`src/rtl/inst_fetch.sv`:
```
// Instruction fetch: PC generation, one-cycle-latency ROM reads, and a small
// {addr, inst} buffer presented to decode over valid/ready, with redirect.
module inst_fetch #(
    parameter logic [31:0] RESET_ADDR = 32'h0000_0000,
    parameter int          FIFO_DEPTH = 2,
    parameter logic [31:0] NOP_INST   = 32'h0000_0013
) (
    input  logic        clk,
    input  logic        rst,
    output logic        rom_ce_o,
    output logic [31:0] rom_addr_o,
    input  logic [31:0] rom_data_i,
    input  logic        jump_en_i,
    input  logic [31:0] jump_addr_i,
    output logic        inst_valid_o,
    input  logic        inst_ready_i,
    output logic [31:0] inst_o,
    output logic [31:0] inst_addr_o
);

    localparam int AW = $clog2(FIFO_DEPTH);
    localparam int CW = AW + 1;

    typedef struct packed {
        logic [31:0] addr;
        logic [31:0] inst;
    } entry_t;

    entry_t          fifo_q [FIFO_DEPTH];
    logic [AW-1:0]   rd_ptr;
    logic [AW-1:0]   wr_ptr;
    logic [CW-1:0]   count;
    logic [31:0]     pc;
    logic [31:0]     pend_pc;
    logic            pend;
    logic            drop;
    logic            pop;
    logic            push;
    logic [CW:0]     occ;

    assign inst_valid_o = (count != '0);
    assign pop          = inst_valid_o && inst_ready_i;
    assign push         = pend && !drop;

    // Occupancy once the in-flight return lands and this cycle's pop leaves;
    // issuing only below depth guarantees every return has a free slot.
    assign occ        = (CW+1)'(count) + (CW+1)'(pend) - (CW+1)'(pop);
    assign rom_ce_o   = !rst && !jump_en_i && (occ < (CW+1)'(FIFO_DEPTH));
    assign rom_addr_o = pc;

    assign inst_o      = inst_valid_o ? fifo_q[rd_ptr].inst : NOP_INST;
    assign inst_addr_o = inst_valid_o ? fifo_q[rd_ptr].addr : 32'h0;

    always_ff @(posedge clk) begin
        if (rst) begin
            pc      <= RESET_ADDR;
            pend    <= 1'b0;
            pend_pc <= RESET_ADDR;
            drop    <= 1'b0;
            count   <= '0;
            rd_ptr  <= '0;
            wr_ptr  <= '0;
        end else if (jump_en_i) begin
            // Redirect flushes everything, including a return landing now.
            pc     <= {jump_addr_i[31:2], 2'b00};
            pend   <= 1'b0;
            drop   <= 1'b0;
            count  <= '0;
            rd_ptr <= '0;
            wr_ptr <= '0;
        end else begin
            if (rom_ce_o) begin
                pc      <= pc + 32'd4;
                pend    <= 1'b1;
                pend_pc <= pc;
            end else begin
                pend <= 1'b0;
            end
            if (push) wr_ptr <= wr_ptr + AW'(1);
            if (pop)  rd_ptr <= rd_ptr + AW'(1);
            count <= count + CW'(push) - CW'(pop);
        end
    end

    always_ff @(posedge clk) begin
        if (!rst && !jump_en_i && push) begin
            fifo_q[wr_ptr] <= '{addr: pend_pc, inst: rom_data_i};
        end
    end

endmodule

```
`config.mk`:
```
export PLATFORM = sky130hd
export DESIGN_NAME = inst_fetch
export DESIGN_NICKNAME = d
export VERILOG_FILES = /design/src/rtl/inst_fetch.sv
export SDC_FILE = /design/constraint.sdc
export NUM_CORES = 1
export LEC_CHECK = 0
export ABC_AREA = 1
export CAP_MARGIN = 0
export CORE_MARGIN = 2
export CORE_UTILIZATION = 60
export CTS_BUF_LIST = sky130_fd_sc_hd__clkbuf_2
export DETAILED_ROUTE_END_ITERATION = 10
export DONT_BUFFER_PORTS = 1
export PLACE_DENSITY_LB_ADDON = 0.2
export SETUP_SLACK_MARGIN = 0.05
export SLEW_MARGIN = 20
export SYNTH_ARGS = -nofsm -noshare
export SYNTH_HDL_FRONTEND = slang
export SYNTH_SLANG_ARGS = --single-unit
```
`constraint.sdc`:
```
create_clock -name clk -period 7.13 [get_ports clk]
set_input_delay 0 -clock clk [delete_from_list [all_inputs] [get_ports clk]]
set_output_delay 0 -clock clk [all_outputs]
set_load 0.01 [all_outputs]
```
==> key figures <==
Status
  – Status: finished, final reports clean

Drt
  – WL/cell: 15.94 µm
  – Residual DRC: 0
  – Final ANT Viol Nets: 0
  – Starting DRT DRC Count: 565
  – Final Routed Wirelength: 18780 µm
  – Router iterations before antenna repair: 5
  – Via density: 5.420
  – Detailed-route via count: 6385

Pwr
  – Pint: 1.467 mW
  – Net Sw Frac: 0.2617
  – Pwr Density: 203.8 mW/mm²
  – Logic gate share of total power: 0.110
  – Worst VDD drop: 0.1209 mV
  – Clock power share: 0.257
  – Lkg Pwr: 3.728 nW
  – Seq pwr share: 0.633
  – Sw Pwr: 0.5200 mW

Die
  – Die ar.: 0.01463 mm²
  – Row count: 42
  – Die W: 120.9 µm
  – Core box area: 0.01330 mm²
  – Initial core utilization: 0.6171
  – Die Ht: 120.9 µm
  – Num ports: 166

Yosys
  – Netlist cell types: 35
  – Post-Synth Adder-Cell Area: 0.007015
  – Post-Synth Simple-Gate Area: 0.2271
  – Synth Area in Compound Gates: 0.08022
  – Post-Synthesis Cells: 882
  – Synth top area cells: edfxtp_1 45%, dfxtp_1 16%, nand2_1 12%, a21oi_1 5.0%, inv_1 3.5%
  – Synth Cell Area: 0.008204 mm²
  – Post-synthesis xor/xnor area fraction: 0.003203
  – Yosys warnings: 0
  – Flops & latches, synth: 190
  – Largest family of logic cells by synthesized area: simple AND/OR/NAND/NOR gates
  – Async SR Flop Fraction: 0
  – Syn avg cell area: 9.302 µm²
  – Mux share of post-synthesis cell area: 0
  – Post-synthesis sequential area ratio: 0.6149
  – Synth top area share: 0.4539
  – Post-synth EDFFs: 124
  – Ys flop type: edfxtp_1
  – Synth area leader: edfxtp_1

Clock tree
  – Setup bufs post-CTS: 0
  – Root Buffer: clkbuf_2
  – H-tree depth: 4
  – Bufs on Longest Clock Path: 2
  – Clk_lat worst skew: 0.73 ns
  – CTS Sinks: 190
  – Number of buffers created by CTS: 17
  – Worst-path clk slew: 0.28 ns
  – CTS tree: done

STA
  – Max Clk Rate: 0.1847 GHz
  – Fin Setup TNS: 0 ns
  – Finish-stage setup viols: 0
  – RSZ-0062 raised after global routing: false
  – Final hold vios: 0
  – Clock Skew: 0.04019 ns
  – Final Critical Period: 5.413 ns
  – Period utilization: 0.7592
  – Slew Limit Fails: 0
  – Worst slew margin: 0.3196
  – Worst-margin pin slew: 1.019 ns

Run
  – Max-capacitance violation count: 0

Final layout
  – Most frequent cells in the layout: 259 x nand2_1, 124 x edfxtp_1, 124 x dlygate4sd3_1
  – Most common cell after layout, fill and taps aside: nand2_1
  – Fin cells: 1178
  – Final Instance Area: 0.009752 mm²
  – Antenna Cells: 0
  – Number of nets in the layout: 1061
  – Syn-to-layout area delta: 18.87%
  – Storage element area: 0.005049 mm²
  – Filler cells: 975
  – Area of the multi-input gates: 0.002646 mm²
  – Layout cells sized above 1: 0.06487

Critical path
  – WP data arrival: 6.04 ns
  – Worst reg2reg setup slack: 1.72 ns
  – Reg2Reg Depth: 17
  – Crit-path max FO: 60
  – CP endpoint kind: flip-flop
  – Worst Setup Start Kind: flip-flop
  – Crit path required time: 7.76 ns
  – Worst setup path class: flip-flop to flip-flop

Placement
  – Placement-stage cell area: 0.008254 mm²
  – Gpl congestion: 0.8905
  – DPL Wire Length: 11440 µm
  – # placed instances: 1021
  – Port bufs: 0

GRT
  – Initial antenna violation count: 0
  – Number of global-route vias before repair: 5999
  – First-pass GRT wire length: 29200 µm
  – GRT overflow: 0
  – Largest net degree at the start of global routing: 64
  – GRT Total Usage: 0.2587

Min path
  – Worst hold path depth: 5
  – Worst Hold Class: input port to flip-flop
## cell families after synthesis
logic type | count (synthesis)
and+or+nand+nor | 433
DFF | 190
buffers and inverters | 126
adders and majority gates | 4
other | 1
xor gates and xnor gates | 3
AOI/OAI and AO/OA | 125
## cell usage after synthesis, types with 5 or more instances
library cell  instances
a211oi_1              8
nor2_1               72
nand3_1              57
edfxtp_1            124
nand4_1               5
clkbuf_1             23
buf_4                 5
a21oi_1              82
nand2_1             259
nor2_4               10
buf_2                 8
inv_1                77
nor3_1               11
o21ai_0              28
nand3b_1              7
nor2_2                7
dfxtp_1              66
## through the flow
step	util	setup slack (ns)	power (mW)	hold WS (ns)
6_report	0.7335	1.717	1.987	0.1021
3_3_place_gp	0.6206	2.891	1.422	0.07322
3_5_place_dp	0.6208	2.753	1.431	0.07599
4_1_cts	0.7330	1.721	1.994	0.001803
5_1_grt	0.7335	1.399	2.077	0.01990
2_1_floorplan	-	1.964	1.400	0.09887
## worst paths after layout
kind	from	end
setup reg to reg	count[1]$_SDFF_PP0_	rom_addr_o[3]$_SDFFE_PP0P_
setup / recovery	count[1]$_SDFF_PP0_	rom_addr_o[3]$_SDFFE_PP0P_
hold reg to reg	wr_ptr$_SDFFE_PP0P_	wr_ptr$_SDFFE_PP0P_
hold / removal	jump_addr_i[16]	rom_addr_o[16]$_SDFFE_PP0P_
## registers in the layout (all words and copies together), names as in the netlist, named ones only
name	flops
fifo_q	124
pend_pc	30
rom_addr_o	30
count	2
pend	1
rd_ptr	1
wr_ptr	1
## timing repair
item | in CTS | in global routing
hold endpoints to repair | 157 | 0
gates resized for setup | 0 | 0
hold buffers | 125 | 0
## power by group through the flow
stage | clock network, mW | logic [mW] | registers, mW
2_1_floorplan | 0 | 0.134 | 1.27
3_3_place_gp | 0 | 0.145 | 1.28
3_5_place_dp | 0 | 0.150 | 1.28
4_1_cts | 0.522 | 0.215 | 1.26
5_1_grt | 0.571 | 0.242 | 1.26
6_report | 0.511 | 0.219 | 1.26
## routing by layer
layer,wire (µm),vias to the layer above,global-route usage
met1,7736,2949,0.3352
met5,0,-,0
li1,-,3133,-
met3,1696,14,0.07284
met4,155,0,0.07340
met2,9193,289,0.4277
## critical path, stage by stage (launching register included)
cell	delay (ns)
dfxtp_1	0.40
nor2_4	0.10
buf_4	0.53
inv_1	0.29
nand2_1	0.18
inv_1	0.06
ha_1	0.27
inv_1	0.04
ha_1	0.18
fa_1	0.56
nor2_4	0.06
nand2_2	0.05
buf_4	0.54
inv_2	0.57
a22oi_1	0.28
dlygate4sd3_1	0.57
a21oi_1	0.05
dlygate4sd3_1	0.56
## area by class of cell
cell class | count | area share
sequential | 190 | 0.5177
clock buffer | 18 | 0.009238
multi-input combinational | 569 | 0.2714
tap | 176 | 0.02258
clock inverter | 14 | 0.01437
inverter | 82 | 0.03233
timing repair buffer | 129 | 0.1324
Note: power is estimated with default switching activity, not from simulation.
